==> src/rtl/npu_pkg.sv <==
// Shared NPU types and constants for the convolution post-processing path.
// Latency: n/a (types and helpers only).
// Backpressure: n/a.
package npu_pkg;

    localparam int IMG_WIDTH   = 32;
    localparam int IMG_HEIGHT  = 32;
    localparam int KERNEL_SIZE = 3;

    typedef logic signed [21:0] conv_res_t;
    typedef logic [7:0]         pix_t;

    typedef enum logic [1:0] {
        IDLE,
        RUN,
        DONE
    } state_t;

    // Larger of two unsigned pixels
    function automatic pix_t pix_max(input pix_t a, input pix_t b);
        return (a > b) ? a : b;
    endfunction

endpackage

==> src/rtl/relu_maxpool_2d_relu_quant.sv <==
// ReLU + requantization: negative -> 0, else arithmetic shift right and clamp to pix_t.
// Latency: 1 clk (registered q/q_valid/sat_flag).
// Backpressure: none; every valid input produces a valid output the next cycle.
module relu_quant
    import npu_pkg::*;
#(
    parameter int IN_DW = 22,
    parameter int SHIFT = 4
) (
    input  logic                    clk,
    input  logic                    rst,
    input  logic signed [IN_DW-1:0] conv_data,
    input  logic                    conv_valid,
    output pix_t                    q,
    output logic                    q_valid,
    output logic                    sat_flag
);

    localparam logic [IN_DW-1:0] PIX_MAX = IN_DW'((2 ** $bits(pix_t)) - 1);

    logic             is_neg;
    logic [IN_DW-1:0] shifted;

    // Only non-negative values reach the shifter, so a logical shift is exact
    assign is_neg  = conv_data[IN_DW-1];
    assign shifted = $unsigned(conv_data) >> SHIFT;

    // Register the clamped pixel; sat_flag marks samples that hit the upper clamp
    always_ff @(posedge clk) begin
        if (rst) begin
            q        <= '0;
            q_valid  <= 1'b0;
            sat_flag <= 1'b0;
        end else begin
            q_valid  <= conv_valid;
            sat_flag <= conv_valid && !is_neg && (shifted > PIX_MAX);
            if (conv_valid) begin
                if (is_neg)
                    q <= '0;
                else if (shifted > PIX_MAX)
                    q <= '1;
                else
                    q <= shifted[$bits(pix_t)-1:0];
            end
        end
    end

endmodule

==> src/rtl/relu_maxpool_2d.sv <==
// ReLU/requant then 2x2 stride-2 max pooling of a raster conv stream; optional clamp counter (RMP_SAT_CNT_EN).
// Latency: pool_valid 2 clk after the beat carrying a window's bottom-right sample.
// Backpressure: none; conv_valid gaps freeze the pipeline counters, beats outside RUN are dropped.
module relu_maxpool_2d
    import npu_pkg::*;
#(
    parameter int IN_W   = IMG_WIDTH - KERNEL_SIZE + 1,
    parameter int IN_H   = IMG_HEIGHT - KERNEL_SIZE + 1,
    parameter int IN_DW  = 22,
    parameter int OUT_DW = 8,
    parameter int SHIFT  = 4
) (
    input  logic                    clk,
    input  logic                    rst,
    input  logic                    start_signal,
    input  logic signed [IN_DW-1:0] conv_data,
    input  logic                    conv_valid,
    output logic [OUT_DW-1:0]       pool_out,
    output logic                    pool_valid,
    output logic                    pool_row_end,
`ifdef RMP_SAT_CNT_EN
    output logic [15:0]             sat_count,
`endif
    output logic                    done_signal
);

    localparam int PW     = IN_W / 2;
    localparam int PH     = IN_H / 2;
    localparam int CW     = $clog2(IN_W);
    localparam int RW     = $clog2(IN_H);
    localparam int NBEATS = IN_W * IN_H;
    localparam int NW     = $clog2(NBEATS + 1);

    state_t          state;
    logic [NW-1:0]   in_cnt;
    logic            accept;
    logic            start_acc;
    pix_t            q;
    logic            q_valid;
    logic            sat_flag;
    logic [CW-1:0]   col;
    logic [RW-1:0]   row;
    logic            frame_end;
    logic            in_win;
    pix_t            hold;
    pix_t            rowbuf [PW];
    pix_t            pair_max;

    // Beats are taken only in RUN and only until a full frame has been seen
    assign start_acc = (state == IDLE) && start_signal;
    assign accept    = (state == RUN) && conv_valid && (in_cnt != NW'(NBEATS));
    assign in_win    = (col < CW'(2 * PW)) && (row < RW'(2 * PH));
    assign pair_max  = pix_max(hold, q);
    assign done_signal = (state == DONE);

    relu_quant #(
        .IN_DW (IN_DW),
        .SHIFT (SHIFT)
    ) u_relu_quant (
        .clk        (clk),
        .rst        (rst),
        .conv_data  (conv_data),
        .conv_valid (accept),
        .q          (q),
        .q_valid    (q_valid),
        .sat_flag   (sat_flag)
    );

    // Frame sequencing: leave RUN once the final pooled pixel is on the output
    always_ff @(posedge clk) begin
        if (rst) begin
            state <= IDLE;
        end else begin
            case (state)
                IDLE:    if (start_signal) state <= RUN;
                RUN:     if (frame_end) state <= DONE;
                DONE:    state <= IDLE;
                default: state <= IDLE;
            endcase
        end
    end

    // Count accepted input beats so trailing beats past the frame are dropped
    always_ff @(posedge clk) begin
        if (rst || start_acc)
            in_cnt <= '0;
        else if (accept)
            in_cnt <= in_cnt + 1'b1;
    end

    // Raster position of the sample currently leaving the Q stage
    always_ff @(posedge clk) begin
        if (rst || start_acc) begin
            col       <= '0;
            row       <= '0;
            frame_end <= 1'b0;
        end else begin
            frame_end <= q_valid && (col == CW'(IN_W - 1)) && (row == RW'(IN_H - 1));
            if (q_valid) begin
                if (col == CW'(IN_W - 1)) begin
                    col <= '0;
                    row <= (row == RW'(IN_H - 1)) ? '0 : row + 1'b1;
                end else begin
                    col <= col + 1'b1;
                end
            end
        end
    end

    // Pooling: even rows park pair maxima in rowbuf, odd rows finish the window
    always_ff @(posedge clk) begin
        if (rst) begin
            hold         <= '0;
            pool_out     <= '0;
            pool_valid   <= 1'b0;
            pool_row_end <= 1'b0;
            for (int i = 0; i < PW; i++)
                rowbuf[i] <= '0;
        end else begin
            pool_valid   <= 1'b0;
            pool_row_end <= 1'b0;
            if (q_valid) begin
                if (!col[0]) begin
                    hold <= q;
                end else if (in_win) begin
                    if (!row[0]) begin
                        rowbuf[col[CW-1:1]] <= pair_max;
                    end else begin
                        pool_out     <= pix_max(rowbuf[col[CW-1:1]], pair_max);
                        pool_valid   <= 1'b1;
                        pool_row_end <= (col[CW-1:1] == (CW-1)'(PW - 1));
                    end
                end
            end
        end
    end

`ifdef RMP_SAT_CNT_EN
    // Count upper-clamped samples in the current frame, sticking at all-ones
    always_ff @(posedge clk) begin
        if (rst || start_acc)
            sat_count <= '0;
        else if (q_valid && sat_flag && (sat_count != 16'hFFFF))
            sat_count <= sat_count + 16'd1;
    end
`else
    logic unused_sat_flag;
    assign unused_sat_flag = sat_flag;
`endif

endmodule

==> config.mk <==
export PLATFORM = sky130hd
export DESIGN_NAME = relu_maxpool_2d
export DESIGN_NICKNAME = d
export VERILOG_FILES = /design/src/rtl/npu_pkg.sv /design/src/rtl/relu_maxpool_2d_relu_quant.sv /design/src/rtl/relu_maxpool_2d.sv
export SDC_FILE = /design/constraint.sdc
export NUM_CORES = 1
export LEC_CHECK = 0
export BUFFER_PORTS_ARGS = -buffer_cell sky130_fd_sc_hd__buf_2
export CAP_MARGIN = 0
export CORE_MARGIN = 5
export CORE_UTILIZATION = 50
export CTS_BUF_LIST = sky130_fd_sc_hd__clkbuf_4 sky130_fd_sc_hd__clkbuf_8 sky130_fd_sc_hd__clkbuf_16
export DETAILED_ROUTE_END_ITERATION = 8
export HOLD_SLACK_MARGIN = 0.12
export PLACE_DENSITY = 0.7
export SYNTH_ARGS = -nofsm -noshare
export SYNTH_HDL_FRONTEND = slang
export SYNTH_SLANG_ARGS = --single-unit
==> constraint.sdc <==
create_clock -name clk -period 5 [get_ports clk]
set_clock_uncertainty 0.15 [all_clocks]
set_input_delay 1 -clock clk [delete_from_list [all_inputs] [get_ports clk]]
set_output_delay 1 -clock clk [all_outputs]
set_load 0.01 [all_outputs]
==> metrics.log <==
[metrics] PD cells: 340.6 mW/mm2
[metrics] static leakage power: about 3.3 nW
[metrics] root buffer selected by CTS: clkbuf_16
[metrics] MaxCap Viol Count: 0
[metrics] number of top-level design ports: 37
[metrics] antenna diode count: 0
[metrics] number of cells on the worst hold path: 2
[metrics] synth cell count leaders: 154 x nor2_1, 128 x edfxtp_1, 54 x dfxtp_1
[metrics] clock latency at the later pin of the worst-skew pair: 0.43 ns
[metrics] maximum clock frequency: 244.7 MHz
[metrics] Post-CTS Hold Fix Bufs: 0
[metrics] HPWL Detailed: 11930 um
[metrics] H-tree levels: 4
[metrics] clock tree from TritonCTS: done
[metrics] worst ir drop on vdd: 0.2345 mV
[metrics] overall power: 0.003117 W
[metrics] Seq cells post-synth: between 150 and 200
[metrics] global placer's final weighted congestion: around 0.95
[metrics] RSZ-0062 raised after global routing: no
[metrics] buffers and inverters on the worst path: 1
[metrics] final wirelength: ~18000 um
[metrics] chip width: 137.9 um
[metrics] most frequent cell after synthesis: nor2_1
[metrics] TNS Setup: 0 ns
[metrics] combinational family with the most area after synthesis: simple AND/OR/NAND/NOR gates
[metrics] Post-Synthesis Mean Instance Area: 12.10 um2
[metrics] critical path endpoint category: register
[metrics] post-layout minimum cycle time: 4.086 ns
[metrics] layout overhead on the synthesized area: 11.84%
[metrics] Total Routing Usage GR: 19.65%
[metrics] Core Footprint: approximately 0.016 mm2
[metrics] fraction of the mapped netlist area in simple logic gates: 15.17%
[metrics] Max transition margin: about 15%
[metrics] total number of cells along the worst setup path: 14
[metrics] arrival time at the worst endpoint: around 4.3 ns
[metrics] synth top area cells: edfxtp_1 47%, dfxtp_1 13%, mux4_2 8.8%, nor2_1 7.1%, ha_1 3.4%
[metrics] part of the Yosys area used for sequential elements: between 60% and 70%
[metrics] number of distinct standard cells referenced by the synthesized netlist: 45
[metrics] critical path required time: 5.19 ns
[metrics] Rows: between 40 and 50
[metrics] vertical extent of the die: approximately 140 um
[metrics] Final Util: 57.39%
[metrics] largest net degree at the start of global routing: 39
[metrics] placed insts: 909
[metrics] antenna violation net count after detailed routing: 0
[metrics] fraction of synthesized cell area taken by the top area cell type: around 47%
[metrics] slew at the pin closest to its max-slew limit: 1.270 ns
[metrics] number of antenna violations at the first check in global routing: 0
[metrics] fraction of synthesized cell area in xor and xnor cells: 1.713%
[metrics] delay-heaviest family, CP: compound AO/OA/AOI/OAI gates
[metrics] area after detailed placement: 0.008586 mm2
[metrics] period utilisation layout: slightly above 80%
[metrics] overflow left after global routing: 0
[metrics] Setup Viol. Count Final: 0
[metrics] Worst Setup Path Type: reg -> reg
[metrics] Synth Cell Area: 0.008182 mm2
[metrics] max-slew violations: 0
[metrics] post-synthesis async set-or-reset flop share: 0%
[metrics] routed vias/inst: 5.654
[metrics] share of final-layout standard cells stronger than drive strength 1: about 16%
[metrics] Post-CTS Setup Repair Bufs: 0
[metrics] min-delay worst type: reg -> reg
[metrics] post-synthesis share of cell area spent on full adders, half adders and majority gates: ~3.4%
[metrics] routed vias: approximately 5300
[metrics] deepest clock path buffer count: 2
[metrics] TritonCTS sink count: approximately 180
[metrics] average wire length per cell after detail routing: 18.66 um
[metrics] EDFF count, synth: 128
[metrics] number of non-filler instances in the completed layout: 941
[metrics] total clock buffers created by CTS: 17
[metrics] result of the run: finished clean
[metrics] CP Cell Sequence: inv_1 -> ha_1 -> nor2b_1 -> o211ai_1 -> a21oi_1 -> o22ai_2 -> mux2i_1 -> ha_1 -> a21o_1 -> a221o_1 -> a21oi_1 -> a31oi_1 -> nand2b_1 -> o221ai_1
[metrics] clk slew on worst S/H paths: 0.06 ns
[metrics] slowest CP cell: o22ai_2
[metrics] net count of the finished layout: 760
[metrics] slowest cell delay on critical path: 0.47 ns
[metrics] count of synthesis-stage warnings from yosys: 0
[metrics] Initial Utilization: 51.32%
[metrics] quantity of I/O buffers inserted on ports: 32
[metrics] crit-path max FO: 9
[metrics] number of cells traversed by the worst register-to-register path: 14
[metrics] total iterations of the first detailed-routing run: 5
[metrics] number of global-route vias before repair: about 5400
[metrics] multiplexer fraction of the synthesized cell area: 10.89%
[metrics] crit path launch type: register
[metrics] cell count after synthesis: between 600 and 700
[metrics] Remaining DRCs: 0
[metrics] design area: 0.009150 mm2
[metrics] cell taking the most area after synthesis: edfxtp_1
[metrics] number of failing hold endpoints at the final stage: 0
[metrics] Main synth FF type: edfxtp_1
[metrics] starting DRC count in detailed routing: 486
[metrics] complex-gate fraction of the synthesized area: ~5.5%
[metrics] area of the die: ~0.019 mm2
[metrics] first-pass GRT wire length: 28060 um
[metrics] post-cts sizing count: 0
power breakdown:
group          internal [W]  switching, W  total [W]
clock              0.000727      0.000539    0.00127
sequential          0.00166     0.0000185    0.00168
combinational     0.0000655      0.000107   0.000173
state kept, by name, indices dropped and copies added, names as in the netlist, 2 cells and up, named ones only:
name,count
u_relu_quant.q,8
in_cnt,10
pool_out,8
row,5
rowbuf,128
col,5
hold,8
state,2
stage by stage:
step / hold WS (ns) / setup slack (ns)
2_1_floorplan: 0.2670 / 1.161
3_3_place_gp: 0.2925 / 1.131
3_5_place_dp: 0.2797 / 1.052
4_1_cts: 0.2935 / 0.9969
5_1_grt: 0.3010 / 0.7397
6_report: 0.2937 / 0.9138
routing by layer:
layer  track usage, %  vias to the layer above  share of wire, %
met5                0                        -                 0
met4            7.849                        0               2.6
met3            4.136                       39               5.6
met2            31.43                      200                48
met1            26.46                     2586                44
li1                 -                     2495                 -
worst paths after layout:
| kind | slack, ns | start | endpoint |
|---|---|---|---|
| setup / recovery | 0.91 | u_relu_quant.q[1] | pool_out[0] |
| hold / removal | 0.29 | frame_end | state[1] |
| setup reg to reg | 0.91 | u_relu_quant.q[1] | pool_out[0] |
| hold reg to reg | 0.29 | frame_end | state[1] |
cell type report:
class,instances,area [um2]
flip-flops and latches,182,4926
fillers,1288,6793
inverters,30,112.6
repair buffers,44,250.2
clock buffers,24,519.2
well taps,216,270.3
multi-input cells,437,3027
clock inverters,8,45.04
layout by cell type, fill, tap and decap left out, types with 9 or more instances in the layout:
cell type and count:
a21oi_1 25, a22oi_1 14, buf_2 32, buf_4 12, clkbuf_16 19, dfxtp_1 53, edfxtp_1 128, ha_1 22
inv_1 32, mux2i_1 17, mux4_2 32, nand2_1 46, nand2b_1 21, nand4_1 16, nor2_1 154, o21ai_0 9
xor2_1 14
cell families after synthesis:
family / Yosys count
fa+ha+maj: 22
compound gates: 68
buf+inv: 64
flops: 182
mux: 49
simple gates: 274
other cells: 1
xor+xnor: 16
worst reg2reg max path, stage by stage, from the launching register on:
cell and delay, ns:
dfxtp_1 0.38, inv_1 0.06, ha_1 0.31, nor2b_1 0.14
o211ai_1 0.15, a21oi_1 0.10, o22ai_2 0.47, mux2i_1 0.45
ha_1 0.32, a21o_1 0.19, a221o_1 0.35, a21oi_1 0.16
a31oi_1 0.16, nand2b_1 0.35, o221ai_1 0.27
No activity file was read; power rests on OpenSTA's default activity.
